**config.mk**
```make
export PLATFORM = sky130hd
export DESIGN_NAME = fwd_hazard_ctrl
export DESIGN_NICKNAME = d
export VERILOG_FILES = /design/src/rtl/fwd_hazard_ctrl.sv
export SDC_FILE = /design/constraint.sdc
export NUM_CORES = 1
export LEC_CHECK = 0
export CORE_MARGIN = 2
export CORE_UTILIZATION = 49
export DETAILED_ROUTE_END_ITERATION = 12
export PLACE_DENSITY = 0.9
export SETUP_SLACK_MARGIN = 0.4
export SYNTH_ARGS = -nofsm -noshare
export SYNTH_HDL_FRONTEND = slang
export SYNTH_SLANG_ARGS = --single-unit
```
**constraint.sdc**
```tcl
create_clock -name clk -period 2.7 [get_ports clk]
set_clock_uncertainty 0.05 [all_clocks]
set_input_delay 0.54 -clock clk [delete_from_list [all_inputs] [get_ports clk]]
set_output_delay 0.54 -clock clk [all_outputs]
set_load 0.03 [all_outputs]
```
**src/rtl/fwd_hazard_ctrl.sv**
```systemverilog
`default_nettype none
// ============================================================================
// fwd_hazard_ctrl : operand-forwarding selects and load-use stall control
// Rev 1.0
// ============================================================================
module fwd_hazard_ctrl #(
   parameter int REG_W = 5,
   parameter int CNT_W = 16
) (
   input  logic             clk,
   input  logic             rst,
   input  logic             hold,
   input  logic             flush,
   input  logic             id_valid,
   input  logic [REG_W-1:0] id_rs,
   input  logic [REG_W-1:0] id_rt,
   input  logic             id_uses_rs,
   input  logic             id_uses_rt,
   input  logic [REG_W-1:0] id_rd,
   input  logic             id_regwrite,
   input  logic             id_memread,
   output logic             stall,
   output logic             bubble,
   output logic [1:0]       fwd_a_sel,
   output logic [1:0]       fwd_b_sel,
   output logic [CNT_W-1:0] stall_cnt
);

   localparam logic [CNT_W-1:0] c_cnt_max = {CNT_W{1'b1}};
   localparam logic [REG_W-1:0] c_r0      = '0;
   localparam logic [1:0]       c_sel_rf  = 2'b00;
   localparam logic [1:0]       c_sel_wb  = 2'b01;
   localparam logic [1:0]       c_sel_mem = 2'b10;

   // EX slot
   logic             r_ex_vld;
   logic [REG_W-1:0] r_ex_rd;
   logic             r_ex_regwrite;
   logic             r_ex_memread;
   // MEM slot: only the write-back identity matters for forwarding. The WB slot
   // is not stored because the register file is write-before-read.
   logic [REG_W-1:0] r_mem_rd;
   logic             r_mem_regwrite;

   logic [1:0]       r_fwd_a_sel;
   logic [1:0]       r_fwd_b_sel;
   logic [CNT_W-1:0] r_stall_cnt;

   logic             w_stall;
   logic             w_bubble;
   logic [1:0]       w_sel_a;
   logic [1:0]       w_sel_b;

   always_comb begin
      w_stall = !hold && !flush && id_valid && r_ex_vld && r_ex_memread &&
                (r_ex_rd != c_r0) &&
                ((id_uses_rs && (id_rs == r_ex_rd)) ||
                 (id_uses_rt && (id_rt == r_ex_rd)));
      w_bubble = !hold && (w_stall || flush);
   end

   // Newest producer wins: the instruction now in EX will sit in MEM next cycle.
   always_comb begin
      w_sel_a = c_sel_rf;
      if (id_uses_rs && (id_rs != c_r0)) begin
         if (r_ex_regwrite && (r_ex_rd == id_rs))
            w_sel_a = c_sel_mem;
         else if (r_mem_regwrite && (r_mem_rd == id_rs))
            w_sel_a = c_sel_wb;
      end
   end

   always_comb begin
      w_sel_b = c_sel_rf;
      if (id_uses_rt && (id_rt != c_r0)) begin
         if (r_ex_regwrite && (r_ex_rd == id_rt))
            w_sel_b = c_sel_mem;
         else if (r_mem_regwrite && (r_mem_rd == id_rt))
            w_sel_b = c_sel_wb;
      end
   end

   always_ff @(posedge clk) begin
      if (rst) begin
         r_ex_vld       <= 1'b0;
         r_ex_rd        <= '0;
         r_ex_regwrite  <= 1'b0;
         r_ex_memread   <= 1'b0;
         r_mem_rd       <= '0;
         r_mem_regwrite <= 1'b0;
         r_fwd_a_sel    <= c_sel_rf;
         r_fwd_b_sel    <= c_sel_rf;
         r_stall_cnt    <= '0;
      end else if (!hold) begin
         r_mem_rd       <= r_ex_rd;
         r_mem_regwrite <= r_ex_regwrite;
         if (w_bubble) begin
            r_ex_vld      <= 1'b0;
            r_ex_rd       <= '0;
            r_ex_regwrite <= 1'b0;
            r_ex_memread  <= 1'b0;
            r_fwd_a_sel   <= c_sel_rf;
            r_fwd_b_sel   <= c_sel_rf;
         end else begin
            r_ex_vld      <= id_valid;
            r_ex_rd       <= id_rd;
            r_ex_regwrite <= id_regwrite && id_valid;
            r_ex_memread  <= id_memread;
            r_fwd_a_sel   <= w_sel_a;
            r_fwd_b_sel   <= w_sel_b;
         end
         if (w_stall && (r_stall_cnt != c_cnt_max))
            r_stall_cnt <= r_stall_cnt + CNT_W'(1);
      end
   end

   assign stall     = w_stall;
   assign bubble    = w_bubble;
   assign fwd_a_sel = r_fwd_a_sel;
   assign fwd_b_sel = r_fwd_b_sel;
   assign stall_cnt = r_stall_cnt;

endmodule
`default_nettype wire

```
Word-level counts from Yosys, hierarchy flattened. Index checks and enable logic that the tools add are counted. Widths: inputs -> output; s select.

$add $sub $neg: 1. $mul: 0. Divide/modulo/power cells: 0. Order comparisons: 0. Equality and inequality tests: 7. Shift operators: 0. Muxes and demuxes: 12. Bitwise operators: 1. Reductions and logical operators: 25.

Operators by type and width (number): $eq 5x5->1 (6); $logic_and 1x1->1 (17); $add 16x1->16 const B (1); $ne 16x16->1 const B (1); $reduce_bool 5->1 (3); $mux 2 (6); $mux 1 (5); $mux 5 (1); $logic_not 1->1 (2); $logic_or 1x1->1 (2); $reduce_and 2->1 (1); $not 1->1 (1).

Register bits after elaboration: 34. Latch bits: 0. RAM bits: 0. ROM bits: 0. Input port bits: 24. Word-level logic and storage cells: 55. Memories kept: 0.

Logic depth before layout (Yosys ltp). Gate-level depths: netlist of run 1.

Word-level depth: 10. Depth in mapped cells: 7. Gate-level depth less buffers: 6.

Least setup slack after synthesis of run 1. No wires, ideal clock.

Path kind: in2out. Start point: in hold. End point: out bubble. Data arrival time: 2.236 ns. Data required time: 2.110 ns. Slack: -0.126 ns. Cell stages on the path: 5. Buffers on the path: 0. Path through: or3b_4 -> a211oi_4 -> inv_1 -> nor2_1 -> o21a_1.

Word-level cells in the longest chain between the ends: 9.

Ends and longest elaborated chain: start: declaration (line 12) `input logic hold,`; $logic_not 1->1; $logic_and 1x1->1 (5 in a row) (line 55) `w_stall = !hold && !flush && id_valid && r_ex_vld && r_ex_memread &&`; $logic_and 1x1->1 (line 56) `(r_ex_rd != c_r0) &&`; net stall (line 22) `output logic stall,`; $logic_or 1x1->1 (line 59) `w_bubble = !hold && (w_stall || flush);`; $logic_and 1x1->1 (line 59); end: declaration (line 23) `output logic bubble,`.

The timed path passes the listed nets, and every way through them passes these cells.

Worst setup path in the final report of run 1.
Start point: in id_rt[3]. End point: out bubble.

Word-level cells in the longest chain between the ends: 6.

Ends and longest elaborated chain: start: declaration (line 16) `input logic [REG_W-1:0] id_rt,`; $eq 5x5->1 (line 58) `(id_uses_rt && (id_rt == r_ex_rd)));`; $logic_and 1x1->1 (line 58); $logic_or 1x1->1 (line 57) `((id_uses_rs && (id_rs == r_ex_rd)) ||`; $logic_and 1x1->1 (line 56); $logic_or 1x1->1 (line 59); $logic_and 1x1->1 (line 59).

Every way passes these cells.

==> impl_summary.txt, run 1 <==
----------------------------------------------------
[Logic synthesis]
  Avg Inst Size Synth ... roughly 8.6 sq um
  Compound-cell area share of the yosys netlist ... 0.129
  Number of register bits inferred by synthesis ... 34
  Synth top area cells ... sky130_fd_sc_hd__dfxtp_1 (37%), sky130_fd_sc_hd__xor2_1 (8.6%), sky130_fd_sc_hd__mux2i_1 (6.5%)
  Syn. warnings ... 0
  Async S/R FF share, synth ... 0
  Dominant combinational cell family by area after synthesis ... simple AND/OR/NAND/NOR gates
  Most instantiated cells after synthesis ... sky130_fd_sc_hd__dfxtp_1 (34), sky130_fd_sc_hd__nor2_1 (26), sky130_fd_sc_hd__xor2_1 (18)
  Netlist Area Pre-Place ... roughly 1800 sq um
  Proportion of synthesized chip area in sequential cells ... 0.370
  Multiplexer area fraction after synthesis ... 0.0898
  Area share of fa/ha/maj cells after synthesis ... 0.00680
  Basic-gate share of the synthesized area counting and, or, nand and nor cells ... 0.280
  Share of the synthesized netlist area taken by xor and xnor gates ... 0.0952
  Dominant synthesized flop cell ... sky130_fd_sc_hd__dfxtp_1
  Number of flops mapped to enable cells by yosys ... 0
  Top cell type by total area after synthesis ... sky130_fd_sc_hd__dfxtp_1
  Most instantiated library cell after synthesis ... sky130_fd_sc_hd__dfxtp_1
  Area fraction of the dominant cell type after synthesis ... 0.370
  Cell count after synthesis ... 213
  Net count after synthesis ... 238
  Synth unique cells ... 39

[Global route]
  Antenna violations before repair ... 0
  Total gr overflow ... 0
  Total global routing track utilization ... 0.284
  Vias in the first global route ... ~2000
  First-pass GRT wire length ... between 9000 and 10000 um
  Maximum number of pins on one net before global-route repair ... 25

[Worst setup path]
  Start point of the critical path ... id_rt[3]
  Launching element type of the critical path ... input pin
  Terminus of the critical flop-to-flop path ... fwd_b_sel[0]$_SDFFE_PP0N_
  Top cell by count, worst path ... sky130_fd_sc_hd__buf_6
  Number of cells traversed by the worst register-to-register path ... 11
  Worst Setup End Kind ... output pin
  Slowest cell on crit path ... sky130_fd_sc_hd__nor3_2
  Critical Path Stages ... 7
  R2R Setup Slk ... ~0.44 ns
  CP bufs+invs ... 2
  Data required time at the worst endpoint ... 2.11 ns
  Kind of cell adding the most delay to the critical path ... simple AND/OR/NAND/NOR gates
  Critical path peak fanout ... 2
  Worst setup path endpoint ... bubble
  Ordered cell list for the critical path ... buf_6 -> xor2_2 -> nor3_2 -> a32oi_2 -> nor2_4 -> o21a_4 -> buf_6
  Crit path arrival time ... ~1.8 ns
  Class of the most critical setup path ... in2out
  Worst reg2reg startpoint ... r_ex_rd[0]$_SDFFE_PP0N_
  Slowest Stage Delay on Critical Path ... between 0.2 and 0.3 ns

[Place]
  Cell count after placement ... roughly 320
  HPWL after DPL ... approximately 3500 um
  Final Wtd Congestion ... 0.916
  Count of port buffers added during placement ... 45

[Layout]
  Share of final-layout standard cells stronger than drive strength 1 ... 0.297
  Antenna diodes ... 0
  Final Util ... 0.751
  Count of non-filler cells in the finished layout ... ~340
  Total Nets Final ... about 320
  Synth-to-Final Area Change ... 48.4%

[Run status]
  Result of the run ... completed

[CTS]
  H-Tree Depth ... 2
  Count of clock tree sinks ... 34
  CTS tree ... yes
  Maximum number of buffers from clock root to sink ... 2
  Clock transition at the registers of the reported paths ... approximately 0.060 ns
  Clk root buf ... sky130_fd_sc_hd__clkbuf_8
  Clock Latency Late Sink ... 0.29 ns
  Number of clock buffers inserted by TritonCTS ... 5
  Post-CTS Hold Fix Bufs ... 0

[Routing]
  Post-DRT Antenna Nets ... 0
  Vias after detailed routing ... between 2000 and 2500
  Detailed-route wire length per cell ... 17.9 um
  Number of design-rule violations left by the first detailed-router iteration ... 276
  Remaining DRCs ... 0
  Post-detailed-routing wire length ... approximately 6000 um
  Vias per cell ... between 6 and 7
  Number of search-and-repair iterations in the first detailed-routing pass ... 5

[STA]
  Actual transition at the worst max-transition pin ... between 0.5 and 0.6 ns
  Maximum clock frequency ... between 400 and 500 MHz
  Worst hold-check slack ... ~0.41 ns
  Final slew viol count ... 0
  Final hold vios ... 0
  Post-route clock period utilization ... 0.873
  Slew margin rel. ... 0.640
  Minimum period implied by the final worst setup slack ... 2.36 ns
  Setup repair after global routing missed its margin ... yes
  Total of endpoints with negative setup slack in the final report ... 0

[Floorplanning]
  Chip width ... 65.3 um
  Initial Util ... 0.506
  Vertical die dimension ... 65.3 um
  Number of primary I/O pins ... 46
  Std cell rows ... 22
  Full die area ... roughly 4300 sq um
  Area of the core region ... 3630 sq um

[Min path]
  Worst min path class ... reg2reg

[Power]
  Leakage component of the power ... about 1.1 nW
  Peak supply drop ... ~210 uV
  Power per standard cell area ... around 380 nW/um^2

[Job]
  Reported max-cap violation count ... 0

----------------------------------------------------
-- sequential cells by signal (all words and copies together) (netlist names) --
signal,count
fwd_a_sel,2
fwd_b_sel,2
r_ex_memread,1
r_ex_rd,5
r_ex_regwrite,1
r_ex_vld,1
r_mem_rd,5
r_mem_regwrite,1
stall_cnt,16
-- layout by cell type (no fill, tap or decap), types with 3 or more instances in the layout --
master	synthesis	routed
sky130_fd_sc_hd__buf_4	0	36
sky130_fd_sc_hd__dfxtp_1	34	29
sky130_fd_sc_hd__clkdlybuf4s50_1	0	28
sky130_fd_sc_hd__nor2_1	26	25
sky130_fd_sc_hd__xor2_1	18	14
sky130_fd_sc_hd__a21oi_1	15	14
sky130_fd_sc_hd__mux2i_1	12	12
sky130_fd_sc_hd__nand2_1	8	8
sky130_fd_sc_hd__nand3_1	8	8
sky130_fd_sc_hd__nand4_1	8	8
sky130_fd_sc_hd__o21ai_0	8	8
sky130_fd_sc_hd__clkbuf_2	0	8
sky130_fd_sc_hd__or4_1	7	7
sky130_fd_sc_hd__or3_1	7	6
sky130_fd_sc_hd__o31ai_1	6	6
sky130_fd_sc_hd__clkbuf_8	0	5
sky130_fd_sc_hd__buf_6	1	5
sky130_fd_sc_hd__xor2_2	0	4
sky130_fd_sc_hd__nor2b_1	4	4
sky130_fd_sc_hd__mux2_2	4	4
sky130_fd_sc_hd__nor3_2	0	3
sky130_fd_sc_hd__nor4_1	4	3
sky130_fd_sc_hd__and4_1	3	3
sky130_fd_sc_hd__dfxtp_4	0	3
-- power breakdown --
part	switching [mW]	internal, mW
Clock	0.182	0.173
Sequential	0.0120	0.508
Combinational	0.0829	0.0865
Total	0.277	0.768
-- per-layer routing --
| layer | vias up | part of all wire | global-route usage |
|---|---|---|---|
| met5 | - | 0 | 0 |
| met3 | 27 | 0.072 | 0.0462 |
| li1 | 943 | - | - |
| met2 | 122 | 0.46 | 0.455 |
| met1 | 1006 | 0.42 | 0.359 |
| met4 | 0 | 0.042 | 0.167 |
-- kinds of logic after synthesis --
kind of cell / Yosys count
adder cells (fa/ha/maj): 1
flip-flops: 34
XOR/XNOR: 20
AND/OR/NAND/NOR: 92
buffers and inverters: 12
AO/OA/AOI/OAI: 38
multiplexers: 16
-- stage by stage --
step                      worst slack (ns)  cell area (sq um)  setup TNS, ns  total power, mW
after floorplan                      0.238               1850              0            0.591
after global routing                 0.281               2730              0             1.07
after global placement             -0.0507               2480         -0.122            0.662
after CTS                            0.361               2660              0             1.02
final                                0.342               2730              0             1.04
after detailed placement            -0.175               2480          -1.92            0.667
-- final cells by class --
type | instances | area [sq um]
Inverter | 3 | 11.3
Timing Repair Buffer | 82 | 688
Multi-Input combinational cell | 167 | 1200
Tap cell | 48 | 60.1
Clock inverter | 2 | 10.0
Clock buffer | 5 | 68.8
Fill cell | 249 | 903
Sequential cell | 34 | 694
-- worst min-delay path, delay by kind of cell (launching register included) --
family	cells	cell delay [ns]
and+or+nand+nor	1	0.06
AOI/OAI and AO/OA	1	0.05
DFF	1	0.31
-- repair_timing --
action	4_1_cts	5_1_grt
pin swaps	7	11
setup buffers	12	3
gates resized for setup	31	40
endpoints found under the setup margin	26	14
gates cloned	0	0
-- how the worst min path moves through the flow --
stage | depth (start not counted) | slack [ns] | to | from
2_1_floorplan | 2 | 0.41 | r_ex_vld$_SDFFE_PP0N_ | r_ex_vld$_SDFFE_PP0N_
3_3_place_gp | 2 | 0.40 | fwd_a_sel[1]$_SDFFE_PP0N_ | fwd_a_sel[1]$_SDFFE_PP0N_
3_5_place_dp | 2 | 0.41 | fwd_a_sel[1]$_SDFFE_PP0N_ | fwd_a_sel[1]$_SDFFE_PP0N_
4_1_cts | 2 | 0.42 | fwd_a_sel[1]$_SDFFE_PP0N_ | fwd_a_sel[1]$_SDFFE_PP0N_
5_1_grt | 2 | 0.43 | fwd_a_sel[1]$_SDFFE_PP0N_ | fwd_a_sel[1]$_SDFFE_PP0N_
6_report | 2 | 0.41 | fwd_a_sel[1]$_SDFFE_PP0N_ | fwd_a_sel[1]$_SDFFE_PP0N_
Power figures use the tool's default switching activity.
==> inputs of run 2 (changes only) <==
- SKIP_CTS_REPAIR_TIMING: unset -> 1
==> run 2 against run 1 <==
Count of clock-buffer cells in the layout stayed put. Clock power hardly changed. Critical path depth stayed put. Largest power group unchanged. Highest routed layer unchanged.
==> impl_summary.txt, run 2 (synthesis gave the netlist of run 1 again) <==
----------------------------------------------------
[Routing]
  Number of design-rule violations left by the first detailed-router iteration ... 236 (-14%)
  Post-detailed-routing wire length ... 6090 um (-0.16%)
  Remaining DRCs ... 0 (unchanged)
  Number of search-and-repair iterations in the first detailed-routing pass ... 5 (unchanged)
  Vias after detailed routing ... 2060 (-1.8%)
  Post-DRT Antenna Nets ... 0 (unchanged)
  Vias per cell ... 6.20 (+0.85%)
  Detailed-route wire length per cell ... 18.3 um (+2.5%)

[Global route]
  Maximum number of pins on one net before global-route repair ... 25 (unchanged)
  Total gr overflow ... 0 (unchanged)
  Antenna violations before repair ... 0 (unchanged)
  Vias in the first global route ... 1792 (-8.8%)
  First-pass GRT wire length ... 8160 um (-12%)
  Total global routing track utilization ... 0.246 (-0.0381)

[Floorplanning]
  Vertical die dimension ... 65.3 um (unchanged)
  Full die area ... 4260 sq um (unchanged)
  Initial Util ... 0.506 (unchanged)
  Std cell rows ... 22 (unchanged)
  Area of the core region ... 3630 sq um (unchanged)
  Number of primary I/O pins ... 46 (unchanged)
  Chip width ... 65.3 um (unchanged)

[Min path]
  Hold path startpoint ... fwd_a_sel[1]$_SDFFE_PP0N_
  Worst min path class ... reg2reg
  Cell count of the worst hold path ... 2 (unchanged)
  Endpoint with the worst hold slack ... fwd_a_sel[1]$_SDFFE_PP0N_

[STA]
  Setup repair after global routing missed its margin ... yes
  Actual transition at the worst max-transition pin ... 0.596 ns (+0.0578 ns)
  Total of endpoints with negative setup slack in the final report ... 0 (unchanged)
  Slew margin rel. ... 0.599 (-0.0411)
  Minimum period implied by the final worst setup slack ... 2.41 ns (+0.0499 ns)
  Final hold vios ... 0 (unchanged)
  Final slew viol count ... 0 (unchanged)
  Post-route clock period utilization ... 0.892 (+0.0185)
  Maximum clock frequency ... 415 MHz (-2.1%)

[Place]
  HPWL after DPL ... 3500 um (unchanged)
  Cell area after placement ... 2480 sq um (unchanged)
  Cell count after placement ... 319 (unchanged)
  Count of port buffers added during placement ... 45 (unchanged)
  Final Wtd Congestion ... 0.916 (unchanged)

[Run status]
  Result of the run ... completed

[CTS]
  Count of clock tree sinks ... 34 (unchanged)
  Clk root buf ... sky130_fd_sc_hd__clkbuf_8
  Clock Latency Late Sink ... 0.30 ns (about the same)
  CTS tree ... yes
  H-Tree Depth ... 2 (unchanged)
  Maximum number of buffers from clock root to sink ... 2 (unchanged)
  Clock transition at the registers of the reported paths ... 0.06 ns (about the same)
  Number of clock buffers inserted by TritonCTS ... 5 (unchanged)

[Worst setup path]
  Number of cells traversed by the worst register-to-register path ... 7 (-4)
  Data required time at the worst endpoint ... 2.11 ns (about the same)
  Critical path peak fanout ... 2 (unchanged)
  Worst Setup End Kind ... output pin
  Terminus of the critical flop-to-flop path ... stall_cnt[5]$_SDFFE_PP0P_
  Class of the most critical setup path ... in2out
  Crit path arrival time ... 1.82 ns (+0.05 ns)
  R2R Setup Slk ... 0.42 ns (-0.02 ns)
  Launching element type of the critical path ... input pin
  Worst reg2reg startpoint ... r_ex_rd[2]$_SDFFE_PP0N_

[Power]
  Power per standard cell area ... 383 nW/um^2 (+0.23%)
  Leakage component of the power ... 1.12 nW (+4.6%)
  Peak supply drop ... 284 uV (+32%)

[Layout]
  Final Util ... 0.745 (-0.00654)
  Total Nets Final ... 309 (-2.8%)
  Number of flip-flops in the largest register ... 16 (unchanged)
  Synth-to-Final Area Change ... 47.1%
  Count of non-filler cells in the finished layout ... 332 (-2.6%)
  Share of final-layout standard cells stronger than drive strength 1 ... 0.225 (-0.0716)
  Antenna diodes ... 0 (unchanged)
  Fill cells ... 255 (+2.4%)
  Finished layout cell area ... 2710 sq um (-0.87%)
  Area taken by flip-flops and latches ... 687 sq um (-1.1%)
  Most used cells in the layout excluding fill and tap cells ... sky130_fd_sc_hd__dfxtp_1 (29), sky130_fd_sc_hd__clkdlybuf4s50_1 (29), sky130_fd_sc_hd__buf_4 (27)
  Area of the multi-input gates ... 1170 sq um (-2.1%)

[Job]
  Reported max-cap violation count ... 0 (unchanged)

----------------------------------------------------
run 2: cell types whose count changed in the layout (fill, tap and decap cells not counted), sizes merged:
cell / before / now
dlygate4sd2: 1 / 0
clkdlybuf4s50: 28 / 29
clkbuf: 13 / 6
clkdlybuf4s15: 1 / 0
buf: 43 / 31
dlymetal6s2s: 1 / 12
run 2: critical path, stage by stage:
cell	delay, ns
sky130_fd_sc_hd__dlymetal6s2s_1	0.15
sky130_fd_sc_hd__xor2_1	0.17
sky130_fd_sc_hd__nor3_2	0.33
sky130_fd_sc_hd__a32oi_2	0.20
sky130_fd_sc_hd__nor2_4	0.16
sky130_fd_sc_hd__o21a_4	0.13
sky130_fd_sc_hd__buf_6	0.12
run 2: through the flow:
stage	setup WS [ns]	hold WS, ns	TNS (ns)	power (mW)
after floorplan	0.238	0.405	0	0.591
after global placement	-0.0507	0.403	-0.122	0.662
after detailed placement	-0.175	0.406	-1.92	0.667
after CTS	-0.0543	0.416	-0.0999	1.01
after global routing	0.266	0.427	0	1.06
final	0.292	0.416	0	1.04
run 2: how the worst max path moves through the flow:
stage,startpoint,endpoint,slack [ns],cells past startpoint
after floorplan,hold,bubble,0.24,5
after global placement,flush,stall_cnt[5]$_SDFFE_PP0P_,-0.05,7
after detailed placement,id_rt[2],r_ex_memread$_SDFFE_PP0N_,-0.17,7
after CTS,id_rt[4],bubble,-0.05,7
after global routing,id_rt[1],bubble,0.27,7
final,id_rt[1],bubble,0.29,7
run 2: metal layers:
metal,up-vias,routed length [um],GRT usage
li1,923,-,-
met1,989,2420,0.316
met2,127,2970,0.407
met3,21,502,0.0411
met4,0,193,0.104
met5,-,0,0
run 2: power by group:
| group | switching (mW) | internal (mW) |
|---|---|---|
| registers | 0.0123 | 0.510 |
| clock network | 0.183 | 0.173 |
| logic | 0.0791 | 0.0803 |
| total | 0.274 | 0.763 |
run 2: final cells by class:
cell class                 count  share of cell area
multi-input combinational    167               0.433
sequential                    34               0.254
tap                           48              0.0222
clock buffer                   5              0.0254
timing repair buffer          73               0.258
inverter                       3             0.00416
clock inverter                 2             0.00370
==> inputs of run 3 (changes only) <==
- TNS_END_PERCENT: unset -> 30
==> results of run 3 <==
The final DEF is identical to that of run 2; final timing and power are the same.
==> edit, RTL diff (config.mk and constraints of run 1) <==
Reset style: asynchronous (`rst`), changed in one clocked block.
--- a/src/rtl/fwd_hazard_ctrl.sv
+++ b/src/rtl/fwd_hazard_ctrl.sv
@@ -80,7 +80,7 @@
       end
    end
 
-   always_ff @(posedge clk) begin
+   always_ff @(posedge clk or posedge rst) begin
       if (rst) begin
          r_ex_vld       <= 1'b0;
          r_ex_rd        <= '0;
Behaviour: differs if rst is asserted again (counterexample within 4 cycles, from zero or initial values and one cycle with rst high); with rst held inactive, the same outputs for 10 cycles.
==> edit against run 1 <==
Cell area shrank 8.1%; wire length is 24% lower; total power shrank 1.3%; sequential cell count unchanged; sequential share of layout area grew 8.7 points; synthesized area is 5.6% lower; hold slack gained 0.034 ns; worst setup slack lost 0.10 ns; critical path depth stayed put; critical path type is now reg -> out; highest routed layer unchanged.
==> edit: results (changes against run 1) <==
status=complete, no violations; initial antenna violation count=0 (unchanged); synth warn=0 (unchanged); count of cell types in the netlist=30 (-23%); final hold slack=0.448 ns (+0.0341 ns); buffers added on ports=45 (unchanged); commonest cells in the netlist=dfrtp_1, xnor2_1, nand3_1; syn nets=176 (-26%); Final Hold Fails=0 (unchanged); Post-DP Area=2250 um2 (-9.5%); Filler cells=229 (-8.0%); synth top area cells=dfrtp_1, xnor2_1, mux2_2; first-pass GRT wire length=7460 um (-20%); Crit-path slowest cell=dfrtp_2; clock-pin slew on the worst setup and hold paths=0.10 ns (+0.04 ns); Tot GR Track Use=23.9% (-4.5 points); crit-path max FO=5 (+3); clk_lat worst skew=0.33 ns (+0.04 ns); 1st-pass router iterations=4 (-1); Largest register FFs=16 (unchanged); Max VDD drop=0.000237 V (+10%); Seq/Total Area, Yosys=49.0% (+12 points); H-tree levels=2 (unchanged); CP peak stage delay=0.49 ns (+0.20 ns); asr flop ratio synth=100% (+100 points); HPWL after DPL=2990 um (-15%); family with the most delay on the worst path=flip-flops; post-DR wirelength/cell=17.6 um (-1.4%); relative slew slack=65.9% (+1.9 points); Static Leak=1.09 nW (+1.7%); DRT iter0 DRCs=102 (-63%); fin nets=241 (-24%); Util after Layout=74.6% (-0.55 points); Arr. time, crit path=1.87 ns (+0.10 ns); largest net degree at the start of global routing=35 (+40%); vias in the first global route=1,574 (-20%); Final GP Congestion=0.936 (+2.3%); vias per cell=5.58 (-9.3%); layout cells sized above 1=26.3% (-3.4 points); CTS root buf=clkbuf_4; Reg2Reg Setup Slack=0.57 ns (+0.13 ns); Antenna diodes=0 (unchanged)
[edit: changes by cell type after synthesis, sizes merged, moves of 8 or more]
cell          run 1  this run
a21oi            15         0
a22o              0         8
dfxtp            34         0
xnor2             2        28
dfrtp             0        34
xor2             18         7
mux2i            12         0
nor2             26         7
[edit: logic make-up after synthesis]
kind of cell	Yosys count	share of synthesized area (%)
xor gates and xnor gates	35	17.7
adders and majority gates	1	0.720
and+or+nand+nor	51	17.7
buffers and inverters	7	2.38
AOI/OAI and AO/OA	16	8.00
muxes	7	4.54
DFF	34	49.0
[edit: area by class of cell]
cell class / instances / share of cell area [%]
Clock buffer: 7 / 2.19
Tap cell: 46 / 2.29
Timing Repair Buffer: 62 / 22.7
Multi-Input combinational cell: 110 / 38.1
Clock inverter: 1 / 0.200
Inverter: 3 / 0.449
Sequential cell: 34 / 34.1
[edit: worst reg2reg max path: cells and delay by family, from the launching register on]
kind | cells | cell delay, ns
compound gates | 2 | 0.43
simple gates | 3 | 1.03
flops | 1 | 0.42
buf+inv | 1 | 0.15
[edit: path summary, 6_finish.rpt]
| path | startpoint | to | cells after the start |
|---|---|---|---|
| hold reg to reg | stall_cnt[13]$_DFFE_PP0P_ | stall_cnt[13]$_DFFE_PP0P_ | 1 |
| max in group asynchronous | rst | r_ex_rd[4]$_DFFE_PP0N_ | 3 |
| setup reg to reg | r_ex_rd[0]$_DFFE_PP0N_ | fwd_b_sel[0]$_DFFE_PP0N_ | 6 |
| min in group asynchronous | rst | r_mem_rd[2]$_DFFE_PP0N_ | 3 |
| hold / removal | stall_cnt[13]$_DFFE_PP0P_ | stall_cnt[13]$_DFFE_PP0P_ | 1 |
| setup / recovery | r_ex_rd[4]$_DFFE_PP0N_ | bubble | 7 |
[edit: metrics by stage]
stage | setup WS [ns] | std cells
2_1_floorplan | 0.488 | 151
3_3_place_gp | 0.0622 | 242
3_5_place_dp | 0.0212 | 242
4_1_cts | 0.265 | 260
5_1_grt | 0.121 | 263
6_report | 0.237 | 263
[edit: per-layer routing]
metal  up-vias  share of wire (%)  wire length [um]  global-route usage [%]
met1       726                 40              1870                    29.1
met2        51                 51              2350                    39.1
met3        12                6.1               285                    7.32
met4         0                2.7               125                    10.3
met5         -                  0                 0                       0
li1        679                  -                 -                       -
[edit: repair_timing]
item                                    CTS  global route
gates resized for setup                  29             5
pin swaps                                 6             1
buffers inserted                         10             3
endpoints found under the setup margin    2             2
endpoints found under the hold margin     0             0
[edit: power breakdown]
group / switching (mW) / leakage (nW) / internal (mW) / total [mW]
Clock: 0.160 / 0.0353 / 0.126 / 0.286
Combinational: 0.0847 / 0.596 / 0.104 / 0.188
Sequential: 0.0271 / 0.457 / 0.528 / 0.555
